==> src/rtl/ps2_key_event_ctrl.sv <==
// ps2_key_event_ctrl: decodes PS/2 scan-code prefixes, filters typematic repeats
// and queues complete key events for the processor to drain.
module ps2_key_event_ctrl #(
    parameter int DEPTH           = 4,
    parameter int AW              = 2,
    parameter bit SUPPRESS_REPEAT = 1'b1
) (
    input  logic          clk_Nexys,
    input  logic          Reset,
    input  logic [7:0]    byte_dato,
    input  logic          scan_done_tick,
    input  logic          rd_tick,
    input  logic          clr_ovf,
    output logic [7:0]    evt_code,
    output logic          evt_ext,
    output logic          evt_break,
    output logic          evt_valid,
    output logic          fifo_full,
    output logic [AW:0]   fifo_count,
    output logic          ovf
);
    // bit 0 marks a pending E0, bit 1 a pending F0, so prefixes simply OR in
    localparam logic [1:0] IDLE     = 2'b00;
    localparam logic [1:0] GOT_E0   = 2'b01;
    localparam logic [1:0] GOT_F0   = 2'b10;
    localparam logic [1:0] GOT_E0F0 = 2'b11;
    localparam logic [AW:0] FULL_CNT = (AW+1)'(DEPTH);

    logic [1:0]    state, state_nxt;
    logic          held;
    logic [8:0]    last_make;
    logic [AW-1:0] wr_ptr, rd_ptr;
    logic [AW:0]   count;
    logic [9:0]    mem [DEPTH];
    logic          is_ctrl, is_e0, is_f0, is_data;
    logic          make, brk, rep, push, pop, do_push, ovf_set;
    logic [8:0]    key;

    assign is_ctrl = byte_dato inside {8'h00, 8'hAA, 8'hE1, 8'hEE, 8'hFA, 8'hFC, 8'hFE, 8'hFF};
    assign is_e0   = byte_dato == 8'hE0;
    assign is_f0   = byte_dato == 8'hF0;
    assign is_data = scan_done_tick & ~is_ctrl & ~is_e0 & ~is_f0;
    assign key     = {state[0], byte_dato};
    assign make    = is_data & ~state[1];
    assign brk     = is_data & state[1];
    assign rep     = SUPPRESS_REPEAT & make & held & (key == last_make);
    assign push    = (make & ~rep) | brk;
    assign pop     = rd_tick & (count != '0);
    assign do_push = push & (~fifo_full | pop);
    assign ovf_set = push & fifo_full & ~pop;

    always_comb
        state_nxt = !scan_done_tick ? state :
                    is_ctrl         ? IDLE :
                    is_e0           ? (state | GOT_E0) :
                    is_f0           ? (state | GOT_F0) : IDLE;

    always_ff @(posedge clk_Nexys or negedge Reset) begin
        if (!Reset) begin
            state     <= IDLE;
            held      <= 1'b0;
            last_make <= 9'h000;
            wr_ptr    <= '0;
            rd_ptr    <= '0;
            count     <= '0;
            ovf       <= 1'b0;
        end else begin
            state <= state_nxt;
            if (make && !rep) begin
                last_make <= key;
                held      <= 1'b1;
            end else if (brk && key == last_make) begin
                held <= 1'b0;
            end
            if (do_push)
                wr_ptr <= wr_ptr + 1'b1;
            if (pop)
                rd_ptr <= rd_ptr + 1'b1;
            count <= count + {{AW{1'b0}}, do_push} - {{AW{1'b0}}, pop};
            ovf   <= ovf_set ? 1'b1 : clr_ovf ? 1'b0 : ovf;
        end
    end

    // storage needs no reset: the head is masked whenever the queue is empty
    always_ff @(posedge clk_Nexys)
        if (do_push)
            mem[wr_ptr] <= {brk, key};

    assign evt_valid  = count != '0;
    assign fifo_full  = count == FULL_CNT;
    assign fifo_count = count;
    assign {evt_break, evt_ext, evt_code} = evt_valid ? mem[rd_ptr] : 10'h000;
endmodule

==> config.mk <==
export PLATFORM = sky130hd
export DESIGN_NAME = ps2_key_event_ctrl
export DESIGN_NICKNAME = d
export VERILOG_FILES = /design/src/rtl/ps2_key_event_ctrl.sv
export SDC_FILE = /design/constraint.sdc
export NUM_CORES = 1
export LEC_CHECK = 0
export CAP_MARGIN = 40
export CORE_MARGIN = 4
export CORE_UTILIZATION = 40
export DETAILED_ROUTE_END_ITERATION = 7
export HOLD_SLACK_MARGIN = 0.1
export SLEW_MARGIN = 10
export SYNTH_ARGS = -nofsm -noshare
export SYNTH_HDL_FRONTEND = slang
export SYNTH_SLANG_ARGS = --single-unit
export TNS_END_PERCENT = 10
==> constraint.sdc <==
create_clock -name clk_Nexys -period 3.05 [get_ports clk_Nexys]
set_input_delay 0.61 -clock clk_Nexys [delete_from_list [all_inputs] [get_ports clk_Nexys]]
set_output_delay 0.61 -clock clk_Nexys [all_outputs]
set_load 0.005 [all_outputs]
Yosys cells after proc, flatten, opt, wreduce, memory -nomap -nowiden

Memories as Yosys holds them, arrays and structs flattened.
Cells that the tools add are included.

$mul: 0
Reduce and logical (&&, ||, !) cells: 10
Shift-type cells: 0
Add/subtract/negate cells: 4
Order comparisons: 0
Div/mod/pow operators: 0
Muxes and demuxes: 10
Equality and inequality tests: 13
Bitwise operators: 21

Operators by type and width:

| operator            | number |
|---|---|
| $eq 8x8->1 const B  | 9 |
| $and 1x1->1         | 12 |
| $mux 10             | 1 |
| $eq 9x9->1          | 1 |
| $logic_not 8->1     | 1 |
| $reduce_bool 8->1   | 1 |
| $not 1->1           | 7 |
| $mux 1              | 6 |
| $mux 2              | 3 |
| $add 2x1->2 const B | 2 |
| $reduce_and 2->1    | 2 |
| $reduce_bool 2->1   | 2 |
| $add 3x1->3         | 1 |
| $eq 3x3->1 const B  | 1 |
| $ne 3x3->1 const B  | 1 |
| $reduce_bool 3->1   | 1 |
| $sub 3x1->3         | 1 |
| $logic_and 1x1->1   | 2 |
| $ne 2x2->1 const B  | 1 |
| $or 1x1->1          | 2 |
| $logic_not 1->1     | 1 |

Latch bits: 0
Word-level logic and storage cells: 67
Flip-flop bits (word level): 20
RAM bits: 40
Memories: 1
Output and inout bits: 16
Bits in read-only memories: 0

Memory list:

| memory | words | bits a word | rd ports | clocked after Yosys merged registers in | wr ports | line | text |
|---|---|---|---|---|---|---|---|
| mem    | 4     | 10          | 1        | 0                                       | 1        | 34   | `logic [9:0] mem [DEPTH];` |

Logic depth before layout (Yosys ltp)

Gate-level depths: netlist (run 1).

Word-level depth: 15
Gate-level depth with buffers: 11
Gate-level depth less buffers: 11

Worst setup path after synthesis (run 1)

OpenSTA, ideal clock, no wires.

Path kind: input port to flip-flop
From: input port byte_dato[6]
To: register count[2] (netlist: fifo_count[2])
Data required time: 2.926 ns
Arrival time: 2.430 ns
Library setup time: 0.124 ns
Slack: 0.496 ns
Cell stages on the path: 11
Path through: xor2_1 > nor4_1 > nand4_1 > nand3_1 > xnor2_1 > a21o_1 > ha_1 > inv_1 > fa_1 > xnor2_1 > xnor2_1

Cells in the longest elaborated chain, start to end: 15
Elaborated cells between the ends (all ways): 28

Ends and longest elaborated chain:

| what                                                 | line | text |
|---|---|---|
| from (decl)                                          | 10   | `input logic [7:0] byte_dato,` |
| $eq 8x8->1 / $logic_not 8->1 (equally long branches) | 39   | `assign is_ctrl = byte_dato inside {8'h00, 8'hAA, 8'hE1, 8'hEE, 8'hFA, 8'hFC, 8'hFE, 8'hFF};` |
| $reduce_bool 8->1                                    | 39   |  |
| $not 1->1                                            | 42   | `assign is_data = scan_done_tick & ~is_ctrl & ~is_e0 & ~is_f0;` |
| $and 1x1->1 (3 in a row)                             | 42   |  |
| $and 1x1->1                                          | 44   | `assign make = is_data & ~state[1];` |
| $and 1x1->1 (2 in a row)                             | 46   | `assign rep = SUPPRESS_REPEAT & make & held & (key == last_make);` |
| $not 1->1                                            | 47   | `assign push = (make & ~rep) \| brk;` |
| $and 1x1->1                                          | 47   |  |
| $or 1x1->1 *                                         | 47   |  |
| $and 1x1->1 *                                        | 49   | `assign do_push = push & (~fifo_full \| pop);` |
| $add 3x1->3 *                                        | 79   | `count <= count + {{AW{1'b0}}, do_push} - {{AW{1'b0}}, pop};` |
| $sub 3x1->3 *                                        | 79   |  |
| to (signal assigned)                                 | 79   |  |
| to (decl)                                            | 33   | `logic [AW:0] count;` |

Mark *: on every way between the ends. The rest lies on a longest branch, timed or not.
A chain may end at the register's enable or synchronous reset.

Worst setup path after layout (run 1)

Same ends and word-level chain as after synthesis.

==> summary.txt, run 1 <==
Final core occ -> 54.7%
Vias per std cell -> 5.09
Yosys reg bits -> 60
Slew @ Worst Pin -> 514 ps
Number of library cell types mapped by synthesis -> 40
Port Buffers -> 28
Area Growth Syn to Fin -> 30.8%
Hold Crit Class -> register to register
Synth warn -> 0
DRC viols -> 0
Synth top area cells -> edfxtp_1 45%, dfrtp_1 19%, mux4_2 8.4%, mux2_4 5.0%, and2_1 3.3%
Final Max Tran Viols -> 0
# hold bufs at CTS -> 0
CP max FO -> 4
Antenna diodes -> 0
First-pass GRT wire length -> 8.56 mm
WP data arrival -> 3100 ps
Post-route cell area -> 3520 µm²
Max IR drop VDD -> 0.000286 V
WS Path Type -> input port to register
CTS tree -> done
Crit path launch type -> input port
Die width -> 90.0 µm
Leading area contributor after synthesis -> edfxtp_1
Clk sinks -> 60
Crit path required time -> 3290 ps
Clock tree buffer depth -> 2
# rows -> 29
Antenna violations before repair -> 0
ANT nets after route -> 0
Core Footprint -> 6420 µm²
Rel. slew slack -> 65.7%
Most common cell in the netlist -> edfxtp_1
Clk Latency, worst-skew pair -> 330 ps
Setup Viol. Count Final -> 0
Die Y-Extent -> 90.0 µm
Post-CTS Setup Inserts -> 0
Pleak -> 1.37 nW
Crit end category -> register
Predominant post-synthesis flop cell -> edfxtp_1
Layout fillers -> 519
Root Buffer -> clkbuf_8
IO Count -> 29
Final hold violations -> 0
FFs w/ async S/R, synth -> 33.3%
RSZ-0062 raised after global routing -> false
Fmax -> 351 MHz
Top post-synthesis cells by count -> 40 x edfxtp_1, 20 x dfrtp_1, 14 x and2_1
Post-route clock period utilization -> 93.5%
Routed WL -> 5.09 mm
Cells on Worst Hold Path -> 1
Vias in the first global route -> 1729
Final Power -> 2.96 mW
Die area -> 8100 µm²
H-tree depth -> 3
Avg Inst Size Synth -> 16.0 µm²
Synth top area share -> 44.7%
DR WL/cell -> 16.4 µm
Sequential area share after synthesis -> 63.3%
Clock Pin Slew Worst Setup and Hold Paths -> 60 ps
Max cap viols -> 0
Status -> finished clean
Minimum clock period -> 2850 ps
Syn Nets -> 187
Fraction of layout cells with a size suffix above 1 -> 27.0%
Mapped Area -> 2690 µm²
Syn Inst Count -> 168
GRT Total Usage -> 13.8%
Area of placed instances -> 3290 µm²
Largest net degree at the start of global routing -> 15
Drt pass-1 iters -> 4
Drt first-iter violations -> 63
Final net count -> 247
Initial cell density of the core -> 41.9%
Post-synth EDFFs -> 40
Power density over cell area -> 841 nW/µm²
DP HPWL -> 3.71 mm
Worst reg2reg path depth -> 11
Clk_skew -> 7.93 ps
Placer congestion estimate -> 0.844
Final TNS setup -> 0 ps
Num CTS Buffers -> 9
Vias after detailed routing -> 1579
Congestion Overflow GR -> 0
-- layer usage --
layer	GRT usage, %	share of wire, %	vias up	wire length (µm)
li1	-	-	744	-
met1	16.2	43	798	2200
met2	23.2	51	31	2600
met3	4.26	4.3	6	220
met4	6.12	1.4	0	71
met5	0	0	-	0
-- worst max-delay path, cell delays in order --
cell,delay [ps]
clkdlybuf4s50_1,480
buf_4,180
nor4_1,320
o211ai_2,100
o211a_1,130
nand3_1,130
xnor2_1,130
a21o_1,130
ha_1,130
inv_1,40
fa_1,370
xnor2_1,180
xnor2_1,140
-- state kept, by name, summed over array words and instances, names as in the netlist --
register and cells:
ovf 1, fifo_count 3, state 2, mem 40, rd_ptr 2, held 1
last_make 9, wr_ptr 2
-- report_power, final --
group,leakage [nW],switching [mW],internal [mW]
Clock,0.101,0.297,0.457
Combinational,0.667,0.388,0.644
Sequential,0.604,0.113,1.06
Total,1.37,0.797,2.16
-- path summary, 6_finish.rpt --
check	endpoint	slack (ps)	startpoint
min reg2reg	last_make[1]$_DFFE_PN0P_	530	last_make[1]$_DFFE_PN0P_
max	fifo_count[2]$_DFF_PN0_	200	byte_dato[6]
max reg2reg	fifo_count[2]$_DFF_PN0_	610	state[0]$_DFFE_PN0P_
min	last_make[1]$_DFFE_PN0P_	530	last_make[1]$_DFFE_PN0P_
max in group asynchronous	last_make[2]$_DFFE_PN0P_	2080	Reset
min in group asynchronous	wr_ptr[0]$_DFFE_PN0P_	560	Reset
-- metrics by stage --
stage                     std cells  worst slack (ps)  hold slack [ps]
after floorplan                 168               496              314
after global placement          293              -135              503
after detailed placement        294              -215              517
after CTS                       310               123              533
after global routing            310              20.2              553
final                           310               197              529
-- area by class of cell --
cell class | instances | area [µm²] | area share (%)
Timing Repair Buffer | 54 | 538 | 15.3
Sequential cell | 60 | 1700 | 48.4
Tap cell | 77 | 96.3 | 2.74
Inverter | 7 | 26.3 | 0.747
Clock inverter | 5 | 76.3 | 2.17
Clock buffer | 11 | 131 | 3.74
Multi-Input combinational cell | 96 | 946 | 26.9
-- kinds of logic after synthesis --
| family | Yosys count | share of synthesized area, % |
|---|---|---|
| AO/OA/AOI/OAI | 14 | 3.96 |
| XOR/XNOR | 16 | 5.21 |
| adder cells (fa/ha/maj) | 6 | 3.07 |
| buffers and inverters | 12 | 2.00 |
| flip-flops | 60 | 63.3 |
| multiplexers | 20 | 13.8 |
| AND/OR/NAND/NOR | 40 | 8.66 |
-- cells in the final DEF, fill, tap and decap left out, types with 2 or more instances in the layout --
cell type | synthesis | routed
xor2_1 | 9 | 9
nor3_1 | 2 | 2
a211o_1 | 2 | 2
nand2_1 | 6 | 6
buf_4 | 0 | 21
clkdlybuf4s50_1 | 0 | 26
bufinv_16 | 0 | 2
mux4_2 | 10 | 10
mux2_4 | 9 | 9
and2_1 | 14 | 14
clkbuf_1 | 3 | 2
ha_1 | 5 | 5
dfrtp_1 | 20 | 20
clkbuf_8 | 0 | 9
edfxtp_1 | 40 | 40
nor2_1 | 4 | 4
inv_1 | 7 | 7
dlymetal6s2s_1 | 0 | 2
nand4_1 | 2 | 2
a21oi_1 | 2 | 2
nand3_1 | 2 | 2
buf_12 | 0 | 4
xnor2_1 | 7 | 7
-- timing repair --
action	in CTS	in global routing
hold endpoints to repair	0	0
gates resized for setup	0	4
endpoints found under the setup margin	0	1
Power figures use the tool's default switching activity.
==> run 2: changes to the inputs <==
--- a/config.mk
+++ b/config.mk
@@ -9,7 +9,7 @@
 export CORE_MARGIN = 4
 export CORE_UTILIZATION = 40
 export DETAILED_ROUTE_END_ITERATION = 7
-export HOLD_SLACK_MARGIN = 0.1
+export GPL_ROUTABILITY_DRIVEN = 1
 export SLEW_MARGIN = 10
 export SYNTH_ARGS = -nofsm -noshare
 export SYNTH_HDL_FRONTEND = slang
==> results of run 2 <==
Same layout as run 1: the final DEF is identical, and so are final timing and power.
